`src/rtl/pipe_stage_fifo.sv`:
```
// ---------------------------------------------------------------------------
// pipe_stage_fifo
//   Valid/ready buffer between two pipeline stages. Holds up to DEPTH packed
//   payloads in a circular buffer. An optional bypass lets a beat pass
//   straight through when the buffer is empty. A synchronous flush discards
//   everything in flight when the core redirects.
//
// Parameters
//   WIDTH   payload width in bits (>= 1)
//   DEPTH   number of storage entries (>= 1, any value, not only powers of 2)
//   BYPASS  1 = combinational pass-through when empty, 0 = always registered
//
// Ports
//   i_clk      clock, all state updates on the rising edge
//   i_rst_n    asynchronous active-low reset (clears pointers and count)
//   i_flush    synchronous drop of all stored entries
//   i_s_valid  upstream payload valid
//   o_s_ready  space available (~full), does not depend on i_m_ready
//   i_s_data   upstream payload
//   o_m_valid  payload available downstream
//   i_m_ready  downstream accepts
//   o_m_data   downstream payload, oldest entry first
//   o_count    number of entries currently stored
// ---------------------------------------------------------------------------
module pipe_stage_fifo #(
    parameter int WIDTH  = 32,
    parameter int DEPTH  = 2,
    parameter bit BYPASS = 1'b0
) (
    input  logic                       i_clk,
    input  logic                       i_rst_n,
    input  logic                       i_flush,
    input  logic                       i_s_valid,
    output logic                       o_s_ready,
    input  logic [WIDTH-1:0]           i_s_data,
    output logic                       o_m_valid,
    input  logic                       i_m_ready,
    output logic [WIDTH-1:0]           o_m_data,
    output logic [$clog2(DEPTH+1)-1:0] o_count
);

    localparam int CW = $clog2(DEPTH + 1);
    localparam int PW = (DEPTH > 1) ? $clog2(DEPTH) : 1;

    logic [WIDTH-1:0] r_mem [DEPTH];
    logic [PW-1:0]    r_wr_ptr;
    logic [PW-1:0]    r_rd_ptr;
    logic [CW-1:0]    r_count;

    logic w_full;
    logic w_empty;
    logic w_bypass;
    logic w_push;
    logic w_pop;

    // Pointers wrap explicitly so DEPTH need not be a power of two.
    function automatic logic [PW-1:0] f_next_ptr(input logic [PW-1:0] p);
        return (p == PW'(DEPTH - 1)) ? '0 : p + PW'(1);
    endfunction

    assign w_full  = (r_count == CW'(DEPTH));
    assign w_empty = (r_count == '0);

    // Bypass path is live only when nothing is stored, so ordering is kept.
    assign w_bypass = BYPASS && w_empty;

    // s_ready comes from count alone: no combinational m_ready -> s_ready path.
    assign o_s_ready = ~w_full;

    // In bypass the valid is gated by reset and flush so that nothing escapes
    // downstream while the buffer is being cleared.
    assign o_m_valid = w_bypass ? (i_s_valid & ~i_flush & i_rst_n) : ~w_empty;
    assign o_m_data  = w_bypass ? i_s_data : r_mem[r_rd_ptr];

    // A bypassed beat taken by the consumer in the same cycle is never written.
    assign w_push = i_s_valid & o_s_ready & ~(w_bypass & i_m_ready);
    // Pops are counted only when the beat is served from storage.
    assign w_pop  = ~w_empty & i_m_ready;

    assign o_count = r_count;

    // NOTE: payload storage has no reset; only pointers and count define which
    // entries are meaningful, so clearing the array would only add reset fan-out.
    always_ff @(posedge i_clk) begin
        if (w_push && !i_flush) begin
            r_mem[r_wr_ptr] <= i_s_data;
        end
    end

    // NOTE: sequential state uses non-blocking assignments so every register
    // samples the pre-edge values regardless of statement order.
    always_ff @(posedge i_clk or negedge i_rst_n) begin
        if (!i_rst_n) begin
            r_wr_ptr <= '0;
            r_rd_ptr <= '0;
            r_count  <= '0;
        end else if (i_flush) begin
            r_wr_ptr <= '0;
            r_rd_ptr <= '0;
            r_count  <= '0;
        end else begin
            if (w_push) begin
                r_wr_ptr <= f_next_ptr(r_wr_ptr);
            end
            if (w_pop) begin
                r_rd_ptr <= f_next_ptr(r_rd_ptr);
            end
            case ({w_push, w_pop})
                2'b10:   r_count <= r_count + CW'(1);
                2'b01:   r_count <= r_count - CW'(1);
                default: r_count <= r_count;
            endcase
        end
    end

endmodule

```
`config.mk`:
```
export PLATFORM = sky130hd
export DESIGN_NAME = pipe_stage_fifo
export DESIGN_NICKNAME = d
export VERILOG_FILES = /design/src/rtl/pipe_stage_fifo.sv
export SDC_FILE = /design/constraint.sdc
export NUM_CORES = 1
export LEC_CHECK = 0
export ABC_AREA = 1
export BUFFER_PORTS_ARGS = -buffer_cell sky130_fd_sc_hd__buf_2
export CAP_MARGIN = 40
export CORE_MARGIN = 4
export CORE_UTILIZATION = 40
export CTS_CLUSTER_DIAMETER = 40
export CTS_CLUSTER_SIZE = 20
export DETAILED_ROUTE_END_ITERATION = 7
export PLACE_DENSITY = 0.66
export SYNTH_ARGS = -nofsm -noshare
export SYNTH_HDL_FRONTEND = slang
export SYNTH_SLANG_ARGS = --single-unit
export TNS_END_PERCENT = 50
```
`constraint.sdc`:
```
create_clock -name i_clk -period 7.3 [get_ports i_clk]
set_input_delay 1.095 -clock i_clk [delete_from_list [all_inputs] [get_ports i_clk]]
set_output_delay 1.095 -clock i_clk [all_outputs]
set_load 0.005 [all_outputs]
```
==> impl_metrics.tcl, run 1 <==
set metrics [dict create \
    dieHeight_um 88.2 \
    critPathKind "flip-flop to primary output" \
    finClkSkew_ps 4.20 \
    cts.htree.levels 3 \
    cts_setup_buffers 0 \
    power_switching_mw 0.199 \
    total_grt_overflow 0 \
    cts_sinks 68 \
    synth_area_leader_cell "sky130_fd_sc_hd__edfxtp_1" \
    rr_worst_depth 5 \
    power_switching_share_pct 23.7 \
    yosys.cell_types.count 16 \
    finalPower_mw 0.840 \
    detail_route.iter0.violations 27 \
    worstSetupEndpointType "primary output" \
    dp.final_hpwl_mm 3.36 \
    routedWlPerCell_um 13.4 \
    maxSlewViolCount 0 \
    part_of_the_cycle_the_worst_path_needs_pct 40.7 \
    cts_root_buffer "sky130_fd_sc_hd__clkbuf_8" \
    num_rows 28 \
    tightest_slew_ps 613 \
    grt_pass1_vias 1678 \
    timing.setup.tns_ps 0 \
    hold_viol_final 0 \
    sequential_fraction_of_the_synthesis_area_pct 78.7 \
    syn_area_per_cell_um2 12.6 \
    clock_latency_of_the_later_clocked_register_in_the_worst_skew_pair_ps 340 \
    grt_antenna_before_repair 0 \
    power.clock.fraction_pct 34.7 \
    report.final.setup_viol 0 \
    rsz0062_at_grt "false" \
    worst_hold_margin_ps 551 \
    layout-drive-gt1-share_pct 34.4 \
    wl_met2_mm 2.46 \
    timing.reg2reg.setup_slack_ps 5490 \
    drtAntennaViolNets 0 \
    worst_hold_path_type "input pin to asynchronous set/reset pin" \
    ys_seq_elements 68 \
    die_width_um 88.2 \
    layout_min_cycle_time_ps 2970 \
    sequential_cell_area_um2 2020 \
    critPathLaunchType "flip-flop" \
    nFillCells 527 \
    firstDrtPassIters 4 \
    cellPowerDensity_nw_per_um2 257 \
    power.internal_mw 0.641 \
    post_cts_resize_count 0 \
    sequential_power_share_pct 54.1 \
    cts_buffers 9 \
    syn-num-nets 241 \
    yosysTopAreaCellShare_pct 74.8 \
    drt-met1-wl_mm 1.95 \
    run_status "complete, no violations" \
    cts_hold_buffers 0 \
    r2r_end "r_mem[0][26]" \
    grt_max_degree 35 \
    path_max_fanout 34 \
    worstPathRequired_ps 6200 \
    die_area_um2 7770 \
    postLayoutCellArea_um2 3270 \
    wl_mm 4.87 \
    peakVddDrop_uv 145 \
    combinationalPowerShare_pct 11.2 \
    netlist_instances 204 \
    post_synth_instance_area_um2 2570 \
    via_count 1670 \
    final_cell_mix "104 x sky130_fd_sc_hd__nand2_1, 72 x sky130_fd_sc_hd__buf_2, 64 x sky130_fd_sc_hd__edfxtp_1" \
    arrival_ps 1880 \
    highest-signal-layer "met4" \
    regToRegStartpoint "o_count[0]" \
    critPathLaunch "r_rd_ptr" \
    clock.fmax_ghz 0.337 \
    buffer_ports.inserted 72 \
    wl_met3_um 364 \
    synthesis.yosys.warnings 0 \
    gp_congestion 0.779 \
    cts_tree "built" \
    design.final.nets 320 \
    post_dp_cell_area_um2 3080 \
    ctsLongestPathBuffers 2 \
    antenna-diode-count 0 \
    layout.cells.most_common "sky130_fd_sc_hd__nand2_1" \
    worst_rel_slew_slack_pct 59.2 \
    multi_input_comb_area_um2 503 \
    layout_area_overhead_pct 27.2 \
    cts.clk_slew.worst_paths_ps 70 \
    start_util_pct 42.4 \
    core_region_area_um2 6060 \
    avgViaCountPerCell 4.60 \
    first_pass_grt_wire_length_mm 7.96 \
    maxCapViolations 0 \
    total_leakage_power_nw 1.41 \
    pin_count 73 \
    route.detailed.drc 0 \
    gr-usage-all-layers_pct 14.3 \
    netlist_top_cells_area "sky130_fd_sc_hd__edfxtp_1 75%, sky130_fd_sc_hd__nand2_1 15%, sky130_fd_sc_hd__dfrtp_1 3.9%" \
]
==> registers in the layout (all words and copies together) (netlist names) <==
name / count
r_mem: 64
o_count: 2
r_rd_ptr: 1
r_wr_ptr: 1
==> area by class of cell <==
cell class	count	area share (%)
clock inverter	7	2.07
tap	75	2.87
clock buffer	9	3.79
multi-input combinational	122	15.4
timing repair buffer	75	13.2
inverter	7	0.842
sequential	68	61.9
==> synthesized netlist by cell type <==
master,n
sky130_fd_sc_hd__nand2_1,104
sky130_fd_sc_hd__edfxtp_1,64
sky130_fd_sc_hd__buf_2,5
sky130_fd_sc_hd__nor2_1,5
sky130_fd_sc_hd__dfrtp_1,4
sky130_fd_sc_hd__inv_1,4
sky130_fd_sc_hd__nand4_1,4
sky130_fd_sc_hd__nand2_2,3
sky130_fd_sc_hd__clkbuf_1,2
sky130_fd_sc_hd__inv_2,2
sky130_fd_sc_hd__o21ai_1,2
sky130_fd_sc_hd__a21oi_1,1
sky130_fd_sc_hd__a21oi_2,1
sky130_fd_sc_hd__clkinv_2,1
sky130_fd_sc_hd__nand3_1,1
sky130_fd_sc_hd__o22ai_1,1
==> worst max path at each step <==
stage / to / slack, ps / depth (start not counted)
detailed placement: o_m_data[9] / 4670 / 4
global placement: o_m_data[12] / 4160 / 4
global route: o_m_data[10] / 4080 / 4
finish: o_m_data[9] / 4330 / 4
floorplan: r_mem[0][0] / 4150 / 4
CTS: o_m_data[9] / 4260 / 4
==> per-layer routing <==
metal | vias to the layer above | track usage [%]
met5 | - | 0
met4 | 0 | 6.59
met3 | 8 | 5.74
met2 | 51 | 22.9
met1 | 762 | 17.1
li1 | 849 | -
==> power groups by stage <==
| stage | sequential [mW] | clock (mW) | combinational (mW) |
|---|---|---|---|
| final | 0.455 | 0.291 | 0.0941 |
| after global routing | 0.457 | 0.326 | 0.109 |
| after CTS | 0.455 | 0.302 | 0.0974 |
| after detailed placement | 0.463 | 0 | 0.0970 |
| after global placement | 0.466 | 0 | 0.0863 |
| after floorplan | 0.459 | 0 | 0.0478 |
==> kinds of logic after synthesis <==
family                 share of synthesized area (%)
AND/OR/NAND/NOR                                 17.8
buffers and inverters                           2.34
flip-flops                                      78.7
AO/OA/AOI/OAI                                   1.17
==> worst max-delay path, cell delays in order, from the launching register on <==
cell and delay, ps:
sky130_fd_sc_hd__dfrtp_1 730, sky130_fd_sc_hd__inv_2 430, sky130_fd_sc_hd__nand2_1 160, sky130_fd_sc_hd__nand2_1 80, sky130_fd_sc_hd__buf_2 130
==> per-stage QoR <==
step | setup slack, ps | instances | util [%]
global route | 4080 | 363 | 53.9
floorplan | 4150 | 204 | -
global placement | 4160 | 344 | 49.6
detailed placement | 4670 | 347 | 50.8
CTS | 4260 | 363 | 53.9
finish | 4330 | 363 | 53.9
Note: power is estimated with default switching activity, not from simulation.
==> run 2: changes to the inputs <==
==> constraint.sdc (replaced) <==
create_clock -name i_clk -period 2.8 [get_ports i_clk]
set_input_delay 0.42 -clock i_clk [delete_from_list [all_inputs] [get_ports i_clk]]
set_output_delay 0.42 -clock i_clk [all_outputs]
set_load 0.005 [all_outputs]
==> run 2 against run 1 <==
Global-route usage shrank 0.89 points. Sequential cell count is the same. Sequential share of layout area rose by 0.86 points. Combinational power grew to 2.6 times the previous value. Largest cell class unchanged. Routed wire length down 4.5%. Via count shrank 3.1%. Final area decreased by 1.4%. Highest routed layer unchanged. Non-clock buffer count grew 1.
==> impl_metrics.tcl, run 2 (synthesis gave the netlist of run 1 again) <==
set metrics [dict create \
    run_status "complete, no violations" \
    drtAntennaViolNets 0 \
    global_route.usage.met1_pct 14.6 \
    worst_hold_path_type "input pin to flip-flop" \
    grt-busiest-layer "met2" \
    start_util_pct 42.4 \
    core_region_area_um2 6060 \
    cellPowerDensity_nw_per_um2 671 \
    max_reg_flops 64 \
    buffer_ports.inserted 72 \
    part_of_the_cycle_the_worst_path_needs_pct 67.8 \
    firstDrtPassIters 5 \
    grt_util_met3_pct 5.74 \
    maxSlewViolCount 0 \
    worst_rel_slew_slack_pct 62.0 \
    tightest_slew_ps 569 \
    hold_viol_final 0 \
    critPathKind "flip-flop to primary output" \
    final_util_pct 53.2 \
    die_area_um2 7770 \
    num_rows 28 \
    layout_area_overhead_pct 25.4 \
    grt_antenna_before_repair 0 \
    ctsLongestPathBuffers 2 \
    design.final.nets 321 \
    arrival_ps 1480 \
    avgViaCountPerCell 4.45 \
    detail_route.iter0.violations 27 \
    cts_root_buffer "sky130_fd_sc_hd__clkbuf_8" \
    first_pass_grt_wire_length_mm 7.56 \
    via_count 1618 \
    critPathLaunchType "flip-flop" \
    layout_min_cycle_time_ps 1900 \
    path_max_fanout 34 \
    finClkSkew_ps 6.00 \
    worstPathRequired_ps 2380 \
    layout-drive-gt1-share_pct 33.2 \
    registers.top_by_ff_count "r_mem" \
    dieHeight_um 88.2 \
    pin_count 73 \
    final_cell_mix "104 x sky130_fd_sc_hd__nand2_1, 72 x sky130_fd_sc_hd__buf_2, 64 x sky130_fd_sc_hd__edfxtp_1" \
    gp_congestion 0.750 \
    routedWlPerCell_um 12.8 \
    report.final.setup_viol 0 \
    cts.clk_slew.worst_paths_ps 70 \
    timing.setup.tns_ps 0 \
    total_leakage_power_nw 1.39 \
    route.detailed.drc 0 \
    cts.htree.levels 3 \
    post_cts_resize_count 0 \
    clock_latency_of_the_later_clocked_register_in_the_worst_skew_pair_ps 330 \
    layout.cells.most_common "sky130_fd_sc_hd__nand2_1" \
    dp.final_hpwl_mm 3.03 \
    peakVddDrop_uv 356 \
    die_width_um 88.2 \
    rsz0062_at_grt "false" \
    wl_mm 4.65 \
    grt_max_degree 35 \
    cts_tree "built" \
    cts_sinks 68 \
    global_route.usage.met2_pct 22.7 \
    slowest_stage "sky130_fd_sc_hd__inv_2" \
    clock.fmax_ghz 0.526 \
    total_grt_overflow 0 \
    maxCapViolations 0 \
    worstSetupEndpointType "primary output" \
    gr-usage-all-layers_pct 13.4 \
    cp_cell_sequence "inv_2 -> nand2_1 -> nand2_1 -> buf_2" \
    antenna-diode-count 0 \
    slowest_delay_ps 430 \
    grt_pass1_vias 1659 \
    cts_buffers 9 \
    critical_path.most_common_cell "sky130_fd_sc_hd__nand2_1" \
]
-- run 2: cell types whose count changed in the layout (fill, tap and decap cells not counted) --
cell,before,now
sky130_fd_sc_hd__clkinv_2,3,1
sky130_fd_sc_hd__buf_4,0,3
sky130_fd_sc_hd__buf_16,2,0
sky130_fd_sc_hd__buf_8,1,0
sky130_fd_sc_hd__clkinv_4,1,0
sky130_fd_sc_hd__clkbuf_1,0,2
sky130_fd_sc_hd__dlygate4sd3_1,0,1
sky130_fd_sc_hd__clkinv_1,1,2
-- run 2: through the flow --
step	std cells	hold slack, ps	power [mW]	instance area, µm²	setup slack [ps]
2_1_floorplan	204	124	1.32	2570	261
3_3_place_gp	347	231	1.44	3030	1100
3_5_place_dp	347	230	1.45	3030	1050
4_1_cts	364	263	2.19	3220	866
5_1_grt	364	247	2.28	3220	734
6_report	364	275	2.16	3220	901
-- run 2: layer usage --
| metal | routed length, µm | share of wire (%) |
|---|---|---|
| met2 | 2300 | 50 |
| met3 | 350 | 7.5 |
| met1 | 1920 | 41 |
| met5 | 0 | 0 |
| met4 | 78 | 1.7 |
-- run 2: timing repair --
item                       CTS  global route
hold endpoints to repair     4             0
buffers inserted             0             0
hold buffers                 1             0
setup endpoints to repair    0             0
-- run 2: final cells by class --
class,count,area [µm²]
Fill cell,546,2840
Sequential cell,68,2020
Multi-Input combinational cell,122,503
Timing Repair Buffer,76,393
Clock buffer,11,131
Tap cell,75,93.8
Clock inverter,5,52.6
Inverter,7,27.5
-- run 2: critical path, delay by kind of cell, from the launching register on --
| family | cells | cell delay, ps |
|---|---|---|
| flops | 1 | 390 |
| simple gates | 2 | 210 |
| buf+inv | 2 | 540 |
-- run 2: where the power goes --
group | total [mW] | internal, mW | leakage, nW | switching (mW)
registers | 1.18 | 1.16 | 0.640 | 0.0175
logic | 0.242 | 0.0967 | 0.665 | 0.145
clock network | 0.743 | 0.406 | 0.0846 | 0.338
total | 2.16 | 1.66 | 1.39 | 0.500
-- run 2: worst paths after layout --
path	endpoint	cells past startpoint	from	slack, ps
max in group asynchronous	r_wr_ptr	2	i_rst_n	2250
min in group asynchronous	o_count[0]	2	i_rst_n	430
hold reg to reg	r_wr_ptr	1	r_wr_ptr	560
hold / removal	r_mem[1][31]	1	i_s_data[31]	280
setup reg to reg	r_mem[0][29]	5	o_count[0]	1100
setup / recovery	o_m_data[4]	4	r_rd_ptr	900
==> run 3: changes to the inputs <==
--- a/config.mk
+++ b/config.mk
@@ -13,7 +13,7 @@
 export CTS_CLUSTER_DIAMETER = 40
 export CTS_CLUSTER_SIZE = 20
 export DETAILED_ROUTE_END_ITERATION = 7
-export PLACE_DENSITY = 0.66
+export PLACE_DENSITY = 0.68
 export SYNTH_ARGS = -nofsm -noshare
 export SYNTH_HDL_FRONTEND = slang
 export SYNTH_SLANG_ARGS = --single-unit
==> constraint.sdc (replaced) <==
create_clock -name i_clk -period 1.7 [get_ports i_clk]
set_input_delay 0.255 -clock i_clk [delete_from_list [all_inputs] [get_ports i_clk]]
set_output_delay 0.255 -clock i_clk [all_outputs]
set_load 0.005 [all_outputs]
==> run 3 against run 2 <==
Final area rose by 2.3%. Setup slack got worse by 770 ps. Global-route usage shrank 0.096 points. Utilization increased by 1.2 points. Final cell count grew 1.6%. First-iteration DRC count grew 140%. Combinational power rose by 82%. Routed wire length up 0.69%. Critical path depth grew 1.
==> impl_metrics.tcl, run 3 (synthesis gave the netlist of run 1 again) <==
set metrics [dict create \
    routedWlPerCell_um 12.6 \
    dp.final_hpwl_mm 3.24 \
    via_count 1646 \
    cts_buffers 9 \
    num_rows 28 \
    slowest_stage "sky130_fd_sc_hd__dfrtp_1" \
    drtAntennaViolNets 0 \
    firstDrtPassIters 4 \
    layout_area_overhead_pct 28.3 \
    maxCapViolations 0 \
    tightest_slew_ps 298 \
    max_reg_flops 64 \
    cellPowerDensity_nw_per_um2 1090 \
    combinationalPowerShare_pct 12.3 \
    part_of_the_cycle_the_worst_path_needs_pct 92.2 \
    ctsLongestPathBuffers 2 \
    total_leakage_power_nw 1.43 \
    avgViaCountPerCell 4.45 \
    die_area_um2 7770 \
    slowest_delay_ps 410 \
    rsz0062_at_grt "false" \
    critPathKind "flip-flop to primary output" \
    route.detailed.drc 0 \
    cts_sinks 68 \
    gr-usage-all-layers_pct 13.3 \
    antenna-diode-count 0 \
    r2r_end "r_mem[0][25]" \
    pin_count 73 \
    cts.clk_slew.worst_paths_ps 70 \
    report.final.setup_viol 0 \
    cts.htree.levels 3 \
    registers.top_by_ff_count "r_mem" \
    path_max_fanout 13 \
    core_region_area_um2 6060 \
    gp_congestion 0.799 \
    timing.reg2reg.setup_slack_ps 190 \
    clock.fmax_ghz 0.638 \
    critPathLaunchType "flip-flop" \
    rr_worst_depth 4 \
    worst_hold_path_type "input pin to flip-flop" \
    critical_path.most_common_cell "sky130_fd_sc_hd__nand2_1" \
    arrival_ps 1310 \
    grt_max_degree 33 \
    detail_route.iter0.violations 64 \
    power_switching_mw 0.826 \
    wl_mm 4.68 \
    clock_latency_of_the_later_clocked_register_in_the_worst_skew_pair_ps 330 \
    layoutNonFillerInstCount 370 \
    multi_input_comb_area_um2 503 \
    power_switching_share_pct 23.0 \
    worstPathRequired_ps 1440 \
    final_util_pct 54.4 \
    dieHeight_um 88.2 \
    buffer_ports.inserted 72 \
    power.clock.fraction_pct 33.8 \
    finalPower_mw 3.59 \
    die_width_um 88.2 \
    layout_min_cycle_time_ps 1570 \
    regToRegStartpoint "o_count[1]" \
    start_util_pct 42.4 \
    design.final.nets 327 \
    final_cell_mix "104 x sky130_fd_sc_hd__nand2_1, 72 x sky130_fd_sc_hd__buf_2, 64 x sky130_fd_sc_hd__edfxtp_1" \
    cp_cell_sequence "inv_4 -> buf_4 -> nand2_1 -> nand2_1 -> buf_2" \
    layout-drive-gt1-share_pct 34.9 \
    cts_setup_buffers 0 \
    cts_root_buffer "sky130_fd_sc_hd__clkbuf_8" \
    first_pass_grt_wire_length_mm 7.48 \
    peakVddDrop_uv 734 \
    power.internal_mw 2.76 \
    layout.cells.most_common "sky130_fd_sc_hd__nand2_1" \
    nFillCells 534 \
    worstHoldPathCells 1 \
    sequential_power_share_pct 54.0 \
    run_status "complete, no violations" \
    grt_antenna_before_repair 0 \
    timing.hold.worst_endpoint "r_mem[1][31]" \
    worstSetupEndpointType "primary output" \
    finClkSkew_ps 5.45 \
    grt_pass1_vias 1618 \
    dp_cells 353 \
    hold_viol_final 0 \
    sequential_cell_area_um2 2020 \
    total_grt_overflow 0 \
    worst_rel_slew_slack_pct 80.0 \
    cts_tree "built" \
    maxSlewViolCount 0 \
    min_from "i_s_data[31]" \
]
run 3: worst max path at each step:
stage	startpoint	to	slack [ps]	cells after the start
6_report	r_rd_ptr	o_m_data[19]	130	5
5_1_grt	r_rd_ptr	o_m_data[19]	10	5
3_3_place_gp	o_count[1]	r_mem[0][21]	210	4
3_5_place_dp	o_count[1]	r_mem[0][31]	180	4
4_1_cts	r_rd_ptr	o_m_data[19]	40	5
2_1_floorplan	o_count[0]	r_mem[1][0]	-220	4
run 3: metrics by stage:
step | setup TNS, ps | hold WS [ps] | cell area, µm² | setup slack (ps)
after floorplan | -7070 | -40.6 | 2580 | -221
after global placement | 0 | 66.1 | 3100 | 214
after detailed placement | 0 | 67.4 | 3100 | 184
after CTS | 0 | 86.8 | 3290 | 41.9
after global routing | 0 | 85.5 | 3300 | 11.3
final | 0 | 111 | 3300 | 133
run 3: area by class of cell:
class	instances	area share [%]
flip-flops and latches	68	61.3
repair buffers	82	14.2
inverters	7	0.910
well taps	75	2.85
multi-input cells	122	15.3
clock buffers	10	3.87
clock inverters	6	1.67
run 3: layer usage:
layer	routed length [µm]	vias to the layer above	global-route usage, %
met3	467	8	5.93
met4	74	0	6.59
li1	-	860	-
met5	0	-	0
met2	2240	55	21.5
met1	1900	723	15.1
run 3: repair_timing:
item,CTS,global route
hold endpoints to repair,4,0
hold buffers,1,0
resized for setup,0,2
setup endpoints to repair,0,13
run 3: worst max-delay path: cells and delay by family (launching register included):
kind / cells / cell delay [ps]
and+or+nand+nor: 2 / 130
DFF: 1 / 410
buffers and inverters: 3 / 440
run 3: power by group through the flow:
stage / Clock, mW / Combinational [mW] / Sequential (mW)
after detailed placement: 0 / 0.449 / 1.97
after global routing: 1.33 / 0.508 / 1.94
after floorplan: 0 / 0.208 / 1.97
after CTS: 1.25 / 0.452 / 1.93
final: 1.21 / 0.440 / 1.93
after global placement: 0 / 0.443 / 1.97
